## config.mk

```make
export PLATFORM = sky130hd
export DESIGN_NAME = lc3_pipe_controller
export DESIGN_NICKNAME = d
export VERILOG_FILES = /design/src/rtl/lc3_pipe_controller.sv
export SDC_FILE = /design/constraint.sdc
export NUM_CORES = 1
export LEC_CHECK = 0
export ABC_AREA = 1
export ABC_CLOCK_PERIOD_IN_PS = 1700
export CAP_MARGIN = 20
export CORE_ASPECT_RATIO = 0.5
export CORE_MARGIN = 1
export CORE_UTILIZATION = 39
export DETAILED_ROUTE_END_ITERATION = 16
export GPL_TIMING_DRIVEN = 0
export PLACE_DENSITY = 0.79
export RECOVER_POWER = 25
export SYNTH_ARGS = -nofsm -noshare
export SYNTH_HDL_FRONTEND = slang
export SYNTH_SLANG_ARGS = --single-unit
```

## constraint.sdc

```tcl
create_clock -name clock -period 1.7 [get_ports clock]
set_input_delay 0.34 -clock clock [delete_from_list [all_inputs] [get_ports clock]]
set_output_delay 0.34 -clock clock [all_outputs]
set_load 0.02 [all_outputs]
```

## src/rtl/lc3_pipe_controller.sv

```systemverilog
// lc3_pipe_controller: stage enables, memory/branch stalls and ALU bypass for LC-3.
// Optional feature macro BYPASS_EN: forward ALU results instead of stalling on hazards.
module lc3_pipe_controller (
  input  logic        clock,
  input  logic        reset,
  input  logic        complete_instr,
  input  logic        complete_data,
  input  logic [15:0] imem_dout,
  input  logic [15:0] ir,
  input  logic [15:0] ir_exec,
  input  logic [2:0]  nzp,
  output logic        enable_updatepc,
  output logic        enable_fetch,
  output logic        enable_decode,
  output logic        enable_execute,
  output logic        enable_writeback,
  output logic        br_taken,
  output logic [1:0]  mem_state,
  output logic        bypass_alu_1,
  output logic        bypass_alu_2
);

  typedef enum logic [2:0] {
    S_FILL,
    S_RUN,
    S_MEM,
    S_CTRL,
    S_HAZ
  } state_e;

  localparam logic [1:0] M_READ  = 2'd0;
  localparam logic [1:0] M_IND   = 2'd1;
  localparam logic [1:0] M_WRITE = 2'd2;
  localparam logic [1:0] M_IDLE  = 2'd3;

  localparam logic [3:0] OP_BR  = 4'b0000;
  localparam logic [3:0] OP_ADD = 4'b0001;
  localparam logic [3:0] OP_LD  = 4'b0010;
  localparam logic [3:0] OP_ST  = 4'b0011;
  localparam logic [3:0] OP_AND = 4'b0101;
  localparam logic [3:0] OP_LDR = 4'b0110;
  localparam logic [3:0] OP_STR = 4'b0111;
  localparam logic [3:0] OP_NOT = 4'b1001;
  localparam logic [3:0] OP_LDI = 4'b1010;
  localparam logic [3:0] OP_STI = 4'b1011;
  localparam logic [3:0] OP_JMP = 4'b1100;

  // Enable vector bit order: {wb, exe, dec, fetch, upc}
  localparam logic [4:0] EN_NONE = 5'b00000;
  localparam logic [4:0] EN_WB   = 5'b10000;
  localparam logic [4:0] EN_CTRL = 5'b11100;
  localparam logic [4:0] EN_RES  = 5'b11101;
  localparam logic [4:0] EN_ALL  = 5'b11111;

  function automatic logic is_alu(input logic [3:0] op);
    return op == OP_ADD || op == OP_AND || op == OP_NOT;
  endfunction

  function automatic logic is_mem(input logic [3:0] op);
    return op == OP_LD || op == OP_LDR || op == OP_LDI ||
           op == OP_ST || op == OP_STR || op == OP_STI;
  endfunction

  function automatic logic is_store(input logic [3:0] op);
    return op == OP_ST || op == OP_STR || op == OP_STI;
  endfunction

  function automatic logic is_ctl(input logic [3:0] op);
    return op == OP_BR || op == OP_JMP;
  endfunction

  function automatic logic [1:0] first_step(input logic [3:0] op);
    if (op == OP_LDI || op == OP_STI) return M_IND;
    if (op == OP_ST || op == OP_STR) return M_WRITE;
    return M_READ;
  endfunction

  state_e     state_q, state_d;
  logic [3:0] valid_q, valid_d;
  logic [1:0] cnt_q, cnt_d;
  logic       ctrl_q, ctrl_d;
  logic       jmp_q, jmp_d;
  logic       st_q, st_d;
  logic [1:0] mem_q, mem_d;
  logic [4:0] en_q, en_d;
  logic       br_q, br_d;
  logic       fresh_q;

  logic [3:0] op_f, op_d, op_e;
  logic       fetch_wait;
  logic       mem_hit, ctrl_hit;
  logic       cnt_done, br_cond;
  logic       mem_last, mem_wb;
  logic       alu_pair, raw1, raw2, haz;
  logic       unused_bits;

  assign op_f = imem_dout[15:12];
  assign op_d = ir[15:12];
  assign op_e = ir_exec[15:12];

  assign unused_bits = ^{imem_dout[11:0], ir[11:9],
                         ir[4:3], ir_exec[8:0]};

  assign fetch_wait = (state_q == S_RUN) & en_q[1] & ~complete_instr;

  assign enable_updatepc  = en_q[0] & ~fetch_wait;
  assign enable_fetch     = en_q[1] & ~fetch_wait;
  assign enable_decode    = en_q[2] & ~fetch_wait;
  assign enable_execute   = en_q[3];
  assign enable_writeback = en_q[4] | mem_wb;
  assign br_taken         = br_q;
  assign mem_state        = mem_q;

  assign mem_hit  = fresh_q & is_mem(op_e);
  assign ctrl_hit = is_ctl(op_f) & enable_fetch & complete_instr;
  assign cnt_done = (cnt_q == 2'd3);
  assign br_cond  = jmp_q | (|(ir_exec[11:9] & nzp));

  assign mem_last = complete_data &
                    (mem_q == M_READ || mem_q == M_WRITE);
  // Loads write back in the very cycle their final read completes.
  assign mem_wb   = (state_q == S_MEM) & ~st_q &
                    (mem_q == M_READ) & complete_data;

  assign alu_pair = en_q[3] & is_alu(op_e) & is_alu(op_d);
  assign raw1 = alu_pair & (ir[8:6] == ir_exec[11:9]);
  assign raw2 = alu_pair & (op_d == OP_ADD || op_d == OP_AND) &
                ~ir[5] & (ir[2:0] == ir_exec[11:9]);

`ifdef BYPASS_EN
  assign bypass_alu_1 = ~reset & raw1;
  assign bypass_alu_2 = ~reset & raw2;
  assign haz = 1'b0;
`else
  assign bypass_alu_1 = 1'b0;
  assign bypass_alu_2 = 1'b0;
  assign haz = raw1 | raw2;
`endif

  always_ff @(posedge clock) begin
    if (reset) begin
      state_q <= S_FILL;
      valid_q <= 4'b0000;
      cnt_q   <= 2'd0;
      ctrl_q  <= 1'b0;
      jmp_q   <= 1'b0;
      st_q    <= 1'b0;
      mem_q   <= M_IDLE;
      en_q    <= EN_NONE;
      br_q    <= 1'b0;
      fresh_q <= 1'b0;
    end else begin
      state_q <= state_d;
      valid_q <= valid_d;
      cnt_q   <= cnt_d;
      ctrl_q  <= ctrl_d;
      jmp_q   <= jmp_d;
      st_q    <= st_d;
      mem_q   <= mem_d;
      en_q    <= en_d;
      br_q    <= br_d;
      fresh_q <= en_q[3];
    end
  end

  always_comb begin
    state_d = state_q;
    valid_d = valid_q;
    cnt_d   = cnt_q;
    ctrl_d  = ctrl_q;
    jmp_d   = jmp_q;
    st_d    = st_q;
    mem_d   = mem_q;
    unique case (state_q)
      S_FILL: begin
        valid_d = {valid_q[2:0], 1'b1};
        if (valid_q[2:0] == 3'b111) state_d = S_RUN;
      end
      S_RUN: begin
        if (ctrl_hit) begin
          ctrl_d = 1'b1;
          cnt_d  = 2'd0;
          jmp_d  = (op_f == OP_JMP);
        end
        if (mem_hit) begin
          state_d = S_MEM;
          st_d    = is_store(op_e);
          mem_d   = first_step(op_e);
        end else if (ctrl_hit) begin
          state_d = S_CTRL;
        end else if (haz) begin
          state_d = S_HAZ;
        end
      end
      S_CTRL: begin
        if (mem_hit) begin
          state_d = S_MEM;
          st_d    = is_store(op_e);
          mem_d   = first_step(op_e);
        end else begin
          cnt_d = cnt_q + 2'd1;
          if (cnt_done) begin
            ctrl_d  = 1'b0;
            state_d = S_RUN;
          end
        end
      end
      S_MEM: begin
        if (complete_data) begin
          if (mem_q == M_IND) begin
            mem_d = st_q ? M_WRITE : M_READ;
          end else begin
            mem_d   = M_IDLE;
            state_d = ctrl_q ? S_CTRL : S_RUN;
          end
        end
      end
      S_HAZ: state_d = S_RUN;
      default: state_d = S_FILL;
    endcase
  end

  always_comb begin
    en_d = en_q;
    br_d = 1'b0;
    unique case (state_q)
      S_FILL: en_d = {valid_q[2:0], 1'b1, 1'b1};
      S_RUN: begin
        if (mem_hit)       en_d = EN_NONE;
        else if (ctrl_hit) en_d = EN_CTRL;
        else if (haz)      en_d = EN_WB;
        else               en_d = EN_ALL;
      end
      S_CTRL: begin
        if (mem_hit) begin
          en_d = EN_NONE;
        end else if (cnt_done) begin
          en_d = EN_RES;
          br_d = br_cond;
        end else begin
          en_d = EN_CTRL;
        end
      end
      S_MEM: begin
        if (mem_last) en_d = ctrl_q ? EN_CTRL : EN_ALL;
        else          en_d = EN_NONE;
      end
      S_HAZ: en_d = EN_ALL;
      default: en_d = EN_NONE;
    endcase
  end

endmodule
```

==> results.tsv, run 1 <==
metric	value	unit
antenna_cells	0	
synth_top_family_by_area	simple AND/OR/NAND/NOR gates	
endpoint_kind	output port	
clk_pin_slew_worst_paths	0.07	ns
die_w	82.6	µm
rows	14	
path_max_fanout	4	
cts_root_buf	clkbuf_8	
grt_pass1_wl	5.06	mm
area_growth	42.9	%
regToRegStartpoint	state_q[2]$_SDFFE_PP0P_	
yosys.area_share.simple	42.9	%
grt.overflow.total	0	
wire_per_inst	10.6	µm
grtUsageTotal	19.4	%
worstSetupStartpoint	state_q[2]$_SDFFE_PP0P_	
finalHoldViolations	0	
ys_ff_latch	20	
regArea	409	µm²
synthAdderAreaFrac	0.988	%
status	completed	
h-tree-depth	1	
power_leakage	0.906	nW
cap_violations	0	
place_area	0.00168	mm²
drtIter0Drc	63	
setup_viol	0	
rsz0062_at_grt	yes	
drc	0	
ir_drop	0.000524	V
cp-start-kind	flip-flop	
grt_max_degree	12	
max_freq	0.598	GHz
final_area	0.00181	mm²
tns	0	ns
slew_headroom	64.6	%
synthCells	209	
hold_buffers	0	
grt_pass1_vias	1219	
die_h	42.3	µm
gp_congestion	0.890	
multi_input_area	726	µm²
num_vias	1415	
hpwl	2.43	mm
tightest_slew	0.530	ns
period_needed	1.67	ns
routed_wl	3.14	mm
arrival	1.33	ns
yosysWarnings	0	
port_buffers	36	
finalPower	2.02	mW
holdWs	0.444	ns
fin_skew	0.00536	ns
die_area	0.00349	mm²
critPathRequiredTime	1.36	ns
critical_path_class	flip-flop to output port	
clock_latency	0.27	ns
core_area	0.00305	mm²
fin_crit_sh	98.4	%
clock-sinks	20	
ios	65	
initial_utilization	41.5	%
antenna_left	0	
num-fill-cells	269	
powerDensity	1110	mW/mm²
cts-buffers-inserted	3	
seq_area_frac_synth	31.6	%
muxShareOfSynthArea	0	%
cts_tree	yes	
dr.pass1.iters	4	
syn_area	0.00127	mm²
clock_path_buffers	2	
synth_compound_area_share	11.2	%
final_layout_size_suffix_gt1_share	18.0	%
hold_start	en_q[3]$_SDFF_PP0_	
avgSynthCellArea	6.06	µm²
synth_xor_area_share	0	%
nets	313	
via_per_inst	4.78	
min_path_type	flip-flop to flip-flop	
antenna_found_initial	0	
synth_cell_types	29	
drv_slew	0	
## sequential cells by signal (all words and copies together) (netlist names)
name	count
mem_state	2
st_q	1
ctrl_q	1
valid_q	3
en_q	5
jmp_q	1
br_taken	1
cnt_q	2
state_q	3
fresh_q	1
## Yosys cell counts (all sizes together)
cell type / number / area [µm²]
a31o: 1 / 8.76
buf: 2 / 15.0
nor3b: 1 / 7.51
clkbuf: 1 / 3.75
inv: 39 / 146
nand2: 66 / 258
a31oi: 1 / 6.26
o211ai: 1 / 7.51
conb: 1 / 3.75
a41oi: 1 / 8.76
a21oi: 13 / 68.8
o21ai: 6 / 33.8
nor2: 32 / 140
nand4: 4 / 25.0
ha: 1 / 12.5
nor3: 2 / 15.0
dfxtp: 20 / 400
a211oi: 1 / 7.51
nand3: 15 / 90.1
nand3b: 1 / 7.51
## critical path: stages (launching register included)
cell and delay [ns]:
dfxtp_4 0.40, inv_4 0.05, nand3_4 0.07, inv_2 0.06, nand2_2 0.09, inv_2 0.05, a31o_4 0.23, buf_6 0.12
## kinds of logic after synthesis
family | Yosys count
AOI/OAI and AO/OA | 24
adders and majority gates | 1
buffers and inverters | 42
DFF | 20
other | 1
and+or+nand+nor | 121
## final cells by class
| type | count | area share [%] |
|---|---|---|
| clock buffer | 4 | 3.04 |
| multi-input combinational | 148 | 40.1 |
| tap | 40 | 2.77 |
| buffer | 3 | 1.04 |
| inverter | 39 | 8.23 |
| sequential | 20 | 22.6 |
| timing repair buffer | 42 | 22.2 |
## metrics by stage
step	worst slack, ns	std cells	utilization, %
after detailed placement	-0.468	286	55.1
final	0.0277	296	59.4
after global routing	-0.0158	296	59.4
after floorplan	0.389	210	-
after CTS	-0.0125	291	57.1
after global placement	-0.466	286	55.1
## placed cells by master (no fill, tap or decap), drive strengths merged
master         count
nand2             66
inv               39
nor2              32
clkdlybuf4s50     29
dfxtp             20
nand3             15
a21oi             13
buf               12
o21ai              6
clkbuf             5
nand4              4
conb               2
dlymetal6s2s       2
nor3               2
a31o               1
nor3b              1
o211ai             1
a211oi             1
a41oi              1
a31oi              1
nand3b             1
ha                 1
dlygate4sd3        1
## report_power, final
group	internal [mW]	switching (mW)
clock network	0.207	0.161
registers	0.582	0.0741
logic	0.416	0.577
total	1.20	0.812
## final timing paths
check / endpoint / slack [ns] / cells past startpoint
max: enable_writeback / 0.03 / 7
min: fresh_q$_SDFF_PP0_ / 0.44 / 2
max reg2reg: state_q[1]$_SDFFE_PP0P_ / 0.22 / 9
min reg2reg: fresh_q$_SDFF_PP0_ / 0.44 / 2
## routing by layer
| layer | vias to the layer above | global-route usage [%] | part of all wire [%] |
|---|---|---|---|
| met5 | - | 0 | 0 |
| met4 | 0 | 7.24 | 1.8 |
| met3 | 9 | 5.43 | 6.9 |
| met2 | 46 | 32.2 | 43 |
| met1 | 615 | 23.9 | 48 |
| li1 | 745 | - | - |
## what timing repair did
item / CTS / global route
gates resized for setup: 23 / 11
pin swaps: 1 / 5
endpoints found under the hold margin: 0 / 0
setup buffers: 1 / 5
setup endpoints to repair: 4 / 3
gates cloned: 0 / 0
No activity file was read; power rests on OpenSTA's default activity.
==> inputs of run 2 (changes only) <==
--- a/config.mk
+++ b/config.mk
@@ -9,7 +9,7 @@
 export ABC_CLOCK_PERIOD_IN_PS = 1700
 export CAP_MARGIN = 20
 export CORE_ASPECT_RATIO = 0.5
-export CORE_MARGIN = 1
+export CORE_MARGIN = 5
 export CORE_UTILIZATION = 39
 export DETAILED_ROUTE_END_ITERATION = 16
 export GPL_TIMING_DRIVEN = 0
==> run 2 against run 1 <==
Clock power is 3% lower. Worst hold slack improved by 0.0073 ns. Highest routed layer unchanged. Non-clock buffer count shrank 4. Fmax rose by 0.28%. Critical path type is now input port to output port. Core utilization is 1.8 points lower. Sequential share of layout area grew 0.59 points. Die area is 30% higher. Register-to-register slack better by 0.03 ns. Final cell count shrank 1.4%. Global-route usage is 5.3 points lower. First-iteration DRC count down 35%. Critical path depth is the same.
==> results.tsv, run 2 (same netlist as run 1, synthesis figures left out) <==
metric	value	unit	change
grt_max_degree	12		unchanged
port_buffers	36		unchanged
crit_buf_inv	4		unchanged
grtUsageTotal	14.1	%	was 19.4%
worstSetupStartpoint	complete_data		was state_q[2]$_SDFFE_PP0P_
arrival	1.33	ns	about the same
drc	0		unchanged
core_area	0.00307	mm²	was 0.00305 mm²
powerDensity	1120	mW/mm²	was 1110 mW/mm²
dp.cells	286		unchanged
rsz0062_at_grt	yes		unchanged
num-fill-cells	297		was 269
endpoint_kind	output port		unchanged
path_max_fanout	3		was 4
p_sw	0.793	mW	was 0.812 mW
critPathMaxStageDelay	0.45	ns	was 0.40 ns
max_freq	0.600	GHz	was 0.598 GHz
final_layout_size_suffix_gt1_share	16.7	%	was 18.0%
cts_root_buf	clkbuf_8		unchanged
ios	65		unchanged
slew_headroom	66.1	%	was 64.6%
num_vias	1368		was 1415
internal-power	1.18	mW	was 1.20 mW
antenna_left	0		unchanged
clk_pin_slew_worst_paths	0.07	ns	about the same
grt.overflow.total	0		unchanged
fin_crit_sh	98.1	%	was 98.4%
cts_tree	yes		unchanged
grt_pass1_wl	5.37	mm	was 5.06 mm
cp-start-kind	input port		was flip-flop
cp_top_family	buffers and inverters		was flip-flops
area_growth	39.2	%	was 42.9%
clock-sinks	20		unchanged
clock_path_buffers	2		unchanged
regMostFlops	en_q		unchanged
routed_wl	3.15	mm	was 3.14 mm
switching_share	40.3	%	about the same
ir_drop	0.000563	V	was 0.000524 V
regToRegStartpoint	state_q[2]$_SDFFE_PP0P_		unchanged
nets	309		was 313
tns	0	ns	unchanged
cap_violations	0		unchanged
period_needed	1.67	ns	about the same
fin_cells	292		was 296
tightest_slew	0.509	ns	was 0.530 ns
critPathRequiredTime	1.36	ns	about the same
finalPower	1.97	mW	was 2.02 mW
power_leakage	0.864	nW	was 0.906 nW
critical_path_class	input port to output port		was flip-flop to output port
antenna_cells	0		unchanged
hold_start	en_q[3]$_SDFF_PP0_		unchanged
pwr-share-comb	48.6	%	was 49.3%
seq_power_share	33.3	%	was 32.5%
grt_pass1_vias	1231		was 1219
drv_slew	0		unchanged
multi_input_area	719	µm²	was 726 µm²
final_util	57.5	%	was 59.4%
h-tree-depth	1		unchanged
cp_slowest_cell	clkdlybuf4s50_1		was dfxtp_4
finalHoldViolations	0		unchanged
hold_buffers	0		unchanged
largest_reg_flops	5		unchanged
layout_commonest_cell	nand2_1		unchanged
cts-buffers-inserted	3		unchanged
wire_per_inst	10.8	µm	was 10.6 µm
cp_cell_sequence	clkdlybuf4s50_1 -> inv_1 -> nor2_2 -> nand2_2 -> inv_2 -> a31o_2 -> buf_6		was inv_4 -> nand3_4 -> inv_2 -> nand2_2 -> inv_2 -> a31o_4 -> buf_6
regArea	409	µm²	unchanged
initial_utilization	41.3	%	was 41.5%
die_h	50.3	µm	was 42.3 µm
die_w	90.6	µm	was 82.6 µm
rows	14		unchanged
via_per_inst	4.68		was 4.78
reg_top3	en_q x5, state_q x3, valid_q x3		unchanged
dr.pass1.iters	5		was 4
clockPowerShare	18.1	%	was 18.2%
status	completed		unchanged
antenna_found_initial	0		unchanged
fin_skew	0.00464	ns	was 0.00536 ns
setup_viol	0		unchanged
drtIter0Drc	41		was 63
min_path_type	flip-flop to flip-flop		unchanged
die_area	0.00456	mm²	was 0.00349 mm²
hpwl	2.54	mm	was 2.43 mm
gp_congestion	0.887		was 0.890
layout_common_cells	nand2_1, inv_1, clkdlybuf4s50_1		unchanged
clock_latency	0.26	ns	was 0.27 ns
-- run 2: cell count changes in the layout (fill, tap and decap cells not counted), sizes merged --
cell / change
dlymetal6s2s: -2
clkdlybuf4s50: +2
buf: -4
-- run 2: final cells by class --
cell class	count	share of cell area, %
multi-input cells	148	40.8
repair buffers	38	20.5
inverters	39	8.45
plain buffers	3	1.06
clock buffers	4	3.12
well taps	40	2.84
flip-flops and latches	20	23.2
-- run 2: through the flow --
stage	hold slack (ns)	worst slack, ns	area [µm²]
global route	0.475	-0.0222	1760
CTS	0.457	-0.0143	1740
detailed placement	0.448	-0.478	1680
global placement	0.428	-0.469	1680
finish	0.451	0.0324	1760
floorplan	0.445	0.389	1270
-- run 2: tightest hold or removal path, delay by kind of cell (launching register included) --
kind | cells | cell delay (ns)
buffers and inverters | 1 | 0.06
DFF | 1 | 0.32
and+or+nand+nor | 1 | 0.03
-- run 2: path summary, 6_finish.rpt --
path	endpoint	slack (ns)	cells after the start
setup / recovery	enable_writeback	0.03	7
hold reg to reg	fresh_q$_SDFF_PP0_	0.45	2
setup reg to reg	state_q[1]$_SDFFE_PP0P_	0.25	9
hold / removal	fresh_q$_SDFF_PP0_	0.45	2
-- run 2: power by group through the flow --
stage	logic, mW	registers [mW]	clock network (mW)
after global placement	0.912	0.657	0
after detailed placement	0.929	0.664	0
after CTS	0.925	0.662	0.367
final	0.958	0.656	0.357
after floorplan	0.607	0.673	0
after global routing	1.07	0.673	0.394
-- run 2: layer usage --
| metal | global-route usage, % | wire (µm) | vias up |
|---|---|---|---|
| li1 | - | - | 733 |
| met1 | 18.3 | 1500 | 591 |
| met2 | 23.4 | 1420 | 36 |
| met3 | 4.18 | 198 | 8 |
| met4 | 2.97 | 36 | 0 |
| met5 | 0 | 0 | - |
-- run 2: repair_timing --
| action | 4_1_cts | 5_1_grt |
|---|---|---|
| setup endpoints to repair | 4 | 2 |
| pin swaps | 1 | 1 |
| setup buffers | 1 | 1 |
| resized for setup | 23 | 6 |
==> inputs of run 3 (changes only) <==
--- a/config.mk
+++ b/config.mk
@@ -15,6 +15,7 @@
 export GPL_TIMING_DRIVEN = 0
 export PLACE_DENSITY = 0.79
 export RECOVER_POWER = 25
+export SLEW_MARGIN = 10
 export SYNTH_ARGS = -nofsm -noshare
 export SYNTH_HDL_FRONTEND = slang
 export SYNTH_SLANG_ARGS = --single-unit
==> results of run 3 <==
No change in the layout: final DEF, timing and power equal those of run 2.
